--- src/rtl/fetch_queue_pkg.sv ---
// Shared types and constants for the instruction prefetch queue.
// Widths here set the storage entry layout used by fetch_queue.
package fetch_pkg;

  localparam int ADDR_W = 32;
  localparam int DAT_W  = 32;

  localparam logic [DAT_W-1:0] NOP_INSTR = 32'h0000_0013;

  typedef struct packed {
    logic [ADDR_W-1:0] pc;
    logic [DAT_W-1:0]  instr;
  } fq_entry_t;

endpackage

--- src/rtl/fetch_queue_storage.sv ---
// Entry array for the prefetch queue: one write port,
// one combinational read port; pointers live in the parent.
module fq_storage
  import fetch_pkg::*;
#(
  parameter int DEPTH = 4,
  localparam int PW = $clog2(DEPTH)
) (
  input  logic           clk,
  input  logic           rst_n,
  input  logic           we_i,
  input  logic [PW-1:0]  waddr_i,
  input  fq_entry_t      wdata_i,
  input  logic [PW-1:0]  raddr_i,
  output fq_entry_t      rdata_o
);

  fq_entry_t mem_q [DEPTH];
  fq_entry_t mem_d [DEPTH];

  always_comb begin
    mem_d = mem_q;
    if (we_i) mem_d[waddr_i] = wdata_i;
  end

  always_ff @(posedge clk or negedge rst_n) begin
    if (!rst_n) mem_q <= '{default: '0};
    else        mem_q <= mem_d;
  end

  assign rdata_o = mem_q[raddr_i];

endmodule

--- src/rtl/fetch_queue.sv ---
// Prefetch queue between imem and Decode with redirect.
// Define FETCH_QUEUE_BYPASS_EN to forward a response into an empty queue.
module fetch_queue
  import fetch_pkg::*;
#(
  parameter int ADDR_WIDTH = 32,
  parameter int DAT_WIDTH  = 32,
  parameter int DEPTH      = 4,
  parameter logic [ADDR_WIDTH-1:0] RESET_PC = '0
) (
  input  logic                  clk,
  input  logic                  rst_n,
  input  logic                  flush_i,
  input  logic [ADDR_WIDTH-1:0] target_i,
  output logic                  imem_req_o,
  output logic [ADDR_WIDTH-1:0] imem_addr_o,
  input  logic [DAT_WIDTH-1:0]  imem_rdata_i,
  output logic                  valid_D_o,
  input  logic                  ready_D_i,
  output logic [DAT_WIDTH-1:0]  Ins_D,
  output logic [ADDR_WIDTH-1:0] PC_D,
  output logic [ADDR_WIDTH-1:0] PC_4D
);

  localparam int PW = $clog2(DEPTH);
  localparam int CW = PW + 1;
  localparam logic [CW-1:0] FULL = CW'(DEPTH);
  localparam logic [CW:0]   CAP  = (CW+1)'(DEPTH);

  logic [ADDR_WIDTH-1:0] pc_q, pc_d;
  logic [ADDR_WIDTH-1:0] req_pc_q, req_pc_d;
  logic                  inflight_q, inflight_d;
  logic [PW-1:0]         rd_ptr_q, rd_ptr_d;
  logic [PW-1:0]         wr_ptr_q, wr_ptr_d;
  logic [CW-1:0]         count_q, count_d;

  logic      empty, push, pop, deq, wr_en, issue, byp, valid;
  logic [CW:0] credit;
  fq_entry_t head, wentry, sel;

  assign empty = (count_q == '0);
  assign push  = inflight_q & ~flush_i;

`ifdef FETCH_QUEUE_BYPASS_EN
  assign byp = empty & push;
`else
  assign byp = 1'b0;
`endif

  assign valid = ~empty | byp;
  assign pop   = valid & ready_D_i & ~flush_i;
  assign deq   = pop & ~empty;
  // A bypassed response consumed this cycle never enters storage.
  assign wr_en = push & ~(byp & ready_D_i);

  assign credit = {1'b0, count_q}
                + {{CW{1'b0}}, inflight_q}
                - {{CW{1'b0}}, pop};
  assign issue  = flush_i | (credit < CAP);

  assign imem_req_o  = issue;
  assign imem_addr_o = flush_i ? target_i : pc_q;

  assign wentry = '{pc: req_pc_q, instr: imem_rdata_i};
  assign sel    = byp ? wentry : head;

  fq_storage #(.DEPTH(DEPTH)) u_storage (
    .clk     (clk),
    .rst_n   (rst_n),
    .we_i    (wr_en),
    .waddr_i (wr_ptr_q),
    .wdata_i (wentry),
    .raddr_i (rd_ptr_q),
    .rdata_o (head)
  );

  always_comb begin
    valid_D_o = valid;
    Ins_D     = NOP_INSTR;
    PC_D      = '0;
    PC_4D     = '0;
    if (valid) begin
      Ins_D = sel.instr;
      PC_D  = sel.pc;
      PC_4D = sel.pc + ADDR_WIDTH'(4);
    end
  end

  always_comb begin
    pc_d       = pc_q;
    req_pc_d   = req_pc_q;
    inflight_d = issue;
    if (issue) begin
      pc_d     = imem_addr_o + ADDR_WIDTH'(4);
      req_pc_d = imem_addr_o;
    end
    rd_ptr_d = rd_ptr_q + PW'(deq);
    wr_ptr_d = wr_ptr_q + PW'(wr_en);
    count_d  = count_q + CW'(wr_en) - CW'(deq);
    if (flush_i) begin
      count_d  = '0;
      rd_ptr_d = wr_ptr_q;
    end
  end

  always_ff @(posedge clk or negedge rst_n) begin
    if (!rst_n) begin
      pc_q       <= RESET_PC;
      req_pc_q   <= '0;
      inflight_q <= 1'b0;
      rd_ptr_q   <= '0;
      wr_ptr_q   <= '0;
      count_q    <= '0;
    end else begin
      pc_q       <= pc_d;
      req_pc_q   <= req_pc_d;
      inflight_q <= inflight_d;
      rd_ptr_q   <= rd_ptr_d;
      wr_ptr_q   <= wr_ptr_d;
      count_q    <= count_d;
    end
  end

  a_no_push_full: assert property (
    @(posedge clk) disable iff (!rst_n)
    !(wr_en && count_q == FULL)
  );

endmodule

--- config.mk ---
export PLATFORM = sky130hd
export DESIGN_NAME = fetch_queue
export DESIGN_NICKNAME = d
export VERILOG_FILES = /design/src/rtl/fetch_queue_pkg.sv /design/src/rtl/fetch_queue_storage.sv /design/src/rtl/fetch_queue.sv
export SDC_FILE = /design/constraint.sdc
export NUM_CORES = 1
export LEC_CHECK = 0
export ABC_AREA = 1
export CAP_MARGIN = 20
export CORE_UTILIZATION = 57
export DETAILED_ROUTE_END_ITERATION = 8
export GPL_TIMING_DRIVEN = 0
export PLACE_DENSITY = 0.81
export SYNTH_ARGS = -nofsm -noshare
export SYNTH_HDL_FRONTEND = slang
export SYNTH_SLANG_ARGS = --single-unit
--- constraint.sdc ---
create_clock -name clk -period 4.41 [get_ports clk]
set_clock_uncertainty 0.1 [all_clocks]
set_input_delay 0.882 -clock clk [delete_from_list [all_inputs] [get_ports clk]]
set_output_delay 0.882 -clock clk [all_outputs]
set_load 0.05 [all_outputs]
==> impl_results.md <==
* Status: finished clean
* Worst-path fanout max at 11
* Pre-antenna DRT Iters at 6
* Number of flops mapped to enable cells by yosys at 0
* PortBufs at 196
* Int Power at 9.270 mW
* Share of the synthesized area in the top cell type at 47.83%
* Combinational group share of total power at 56.5%
* N_diodes at 0
* Crit share post-route at 97.84%
* Fin Setup TNS at 0 ns
* Clock power frac at 16.7%
* Post-route ant nets at 0
* NetSw at 9.529 mW
* CTS tree: built
* Largest family of logic cells by synthesized area: simple AND/OR/NAND/NOR gates
* Netlist Area Pre-Place at 0.01706 mm^2
* CP startpoint kind: input port
* Leakage Power at 10.14 nW
* CTS Hold Bufs at 0
* # IOs at 198
* Place WS at -0.7373 ns
* Routed WL per cell at 18.08 um
* Rows at 62
* VDD IR max at 0.4654 mV
* Core Footprint at 0.02909 mm^2
* Latest clock arrival within the worst-skew pair at 0.53 ns
* Root buffer cell: clkbuf_16
* GP Congestion at 0.9275
* Sw Share at 50.69%
* Layout cell share with drive strength beyond 1 at 7.740%
* Kind of critical path: input port to output pin
* Clk slew on worst S/H paths at 0.06 ns
* Final Hold Viols at 0
* Die Area at 0.03062 mm^2
* Multiplexer area fraction after synthesis at 0%
* Global-route wire length before repair at 85490 um
* Initial DRC count at 1836
* PnR worst setup slack at 0.09512 ns
* Pin count of the biggest net entering global routing at 128
* Area growth syn-to-layout at 21.97%
* CTS Sinks at 326
* Fmax at 231.8 MHz
* Chip height at 175.0 um
* Worst slew pin tran at 0.7990 ns
* Antenna violations before repair at 0
* Dpl cells at 2918
* Critical Path End Type: output pin
* Worst path required time at 3.43 ns
* Seq pwr share at 26.8%
* Initial Utilization at 58.64%
* Final setup vio count at 0
* Most common cell after layout, fill and taps aside: nand2_1
* Dpl hpwl at 37980 um
* Cells after Synth at 2336
* Postcts setup bufs at 0
* Area contributors post-synth: dfrtp_1, nand2_1, o21ai_0
* Count of cell types in the netlist at 41
* Sequential fraction of the synthesis area at 47.83%
* Die Wd at 175.0 um
* Ys async rst share at 100.0%
* Vias per inst at 5.733
* Warning count from the yosys run at 0
* Post-Synth Adder-Cell Area at 0.6308%
* Avg Inst Size Synth at 7.302 um^2
* HP Class: input port to asynchronous set/reset pin
* Post-Synth XOR/XNOR Area at 0.8215%
* Syn nets at 2412
* GRT overflow at 0
* Yosys top cell by area: dfrtp_1
* Commonest cells after routing, fill and taps aside: nand2_1, o21ai_0, dfrtp_1, nor2_1, clkdlybuf4s50_1
* Vias at 17090
* Remaining DRCs at 0
* Crit path time final at 4.315 ns
* Worst path arrival time at 3.33 ns
* Power density cells at 903.6 mW/mm^2
* Complex-gate fraction of the synthesized area at 14.71%
* Fin nets at 2648
* Max-Cap Viols at 0
* Detailed Route WL at 53900 um
* Vias in the first global route at 16180
* Post-route insts no fill at 2981
* Synth Flop Type: dfrtp_1
* Pins Over Slew Limit at 0
* Max-slew headroom at 46.74%
* Simple-gate share of the synthesized area at 28.64%
* #FFs+latches synth at 326
* Total GRT Usage at 35.57%
* Max clock buf depth at 3
* CTS H-tree lvls at 2
* Num CTS Buffers at 36
==> timing repair <==
action,4_1_cts,5_1_grt
gates cloned,0,0
hold endpoints to repair,0,0
resized for setup,51,37
endpoints found under the setup margin,73,38
==> Yosys cell counts (2+ instances only) <==
cell,number
o21ai_2,7
a21oi_1,52
o21a_1,2
buf_1,11
buf_2,32
nor2_4,4
o21bai_1,2
buf_6,10
nand2_1,780
o21ai_0,378
nand3b_1,2
nor3_1,8
ha_1,7
nor3_2,2
inv_1,150
o21ai_1,17
dfrtp_1,326
clkbuf_1,77
xor2_1,11
o21ai_4,6
o211ai_1,3
nor2_2,18
nand3_1,101
o311ai_0,3
nor2_1,277
nand4_1,5
inv_2,7
xnor2_1,5
nand2_2,15
a211oi_1,2
buf_4,6
==> state kept, by name, summed over array words and instances, names as in the netlist <==
| signal | cells |
|---|---|
| pc_q | 32 |
| count_q | 3 |
| req_pc_q | 30 |
| u_storage.mem_q | 256 |
| inflight_q | 1 |
| rd_ptr_q | 2 |
| wr_ptr_q | 2 |
==> layout make-up <==
cell class | count | area, um^2
buffer | 137 | 683.2
clock buffer | 51 | 1049
clock inverter | 12 | 175.2
fill | 2341 | 8285
inverter | 158 | 595.6
multi-input combinational | 1715 | 7664
sequential | 326 | 8158
tap | 384 | 480.5
timing repair buffer | 198 | 2001
==> stage by stage <==
stage / hold WS, ns / total power [mW] / utilization [%] / area [um^2]
floorplan: 0.3478 / 11.96 / - / 17060
global placement: 0.3605 / 15.25 / 67.03 / 19500
detailed placement: 0.3678 / 15.49 / 67.24 / 19560
CTS: 0.3104 / 18.64 / 71.48 / 20790
global route: 0.3119 / 19.91 / 71.52 / 20810
finish: 0.2488 / 18.80 / 71.52 / 20810
==> power groups by stage <==
stage,Sequential [mW],Clock (mW),Combinational [mW]
2_1_floorplan,4.86,0,7.09
3_3_place_gp,5.01,0,10.2
3_5_place_dp,5.04,0,10.5
4_1_cts,5.01,3.13,10.5
5_1_grt,5.17,3.26,11.5
6_report,5.04,3.13,10.6
==> worst max-delay path: stages <==
cell,delay [ns]
clkdlybuf4s50_1,0.56
nand3_2,0.15
inv_1,0.09
ha_1,0.13
inv_1,0.04
ha_1,0.26
inv_1,0.04
o21ai_1,0.17
inv_1,0.06
nand2_1,0.05
nand3_1,0.07
nand2_2,0.15
buf_4,0.21
buf_4,0.23
buf_4,0.23
==> layer usage <==
| layer | vias to the layer above | GRT usage, % | share of wire [%] |
|---|---|---|---|
| met3 | 163 | 5.679 | 9.9 |
| met5 | - | 0 | 0 |
| met1 | 8036 | 49.91 | 41 |
| li1 | 7904 | - | - |
| met4 | 0 | 13.88 | 3.7 |
| met2 | 988 | 55.59 | 46 |
==> kinds of logic (layout without fill, tap and decap cells) <==
family	after synthesis	in the layout
buffers and inverters	295	556
AO/OA/AOI/OAI	474	474
XOR/XNOR	16	16
flip-flops	326	326
adder cells (fa/ha/maj)	8	8
AND/OR/NAND/NOR	1217	1217
==> path summary, 6_finish.rpt <==
check                                                    to  slack [ns]  cells past startpoint                             start
setup reg to reg                       pc_q[27]$_DFFE_PN0P_        1.43                     17              count_q[1]$_DFF_PN0_
hold reg to reg            u_storage.mem_q[157]$_DFFE_PN0P_        0.38                      2  u_storage.mem_q[157]$_DFFE_PN0P_
max in group asynchronous  u_storage.mem_q[198]$_DFFE_PN0P_        2.83                      2                             rst_n
setup / recovery                                 imem_req_o         0.1                     15                         ready_D_i
min in group clk           u_storage.mem_q[157]$_DFFE_PN0P_        0.38                      2  u_storage.mem_q[157]$_DFFE_PN0P_
hold / removal                          pc_q[4]$_DFFE_PN0P_        0.25                      1                             rst_n
(Power assumes the default switching activity.)
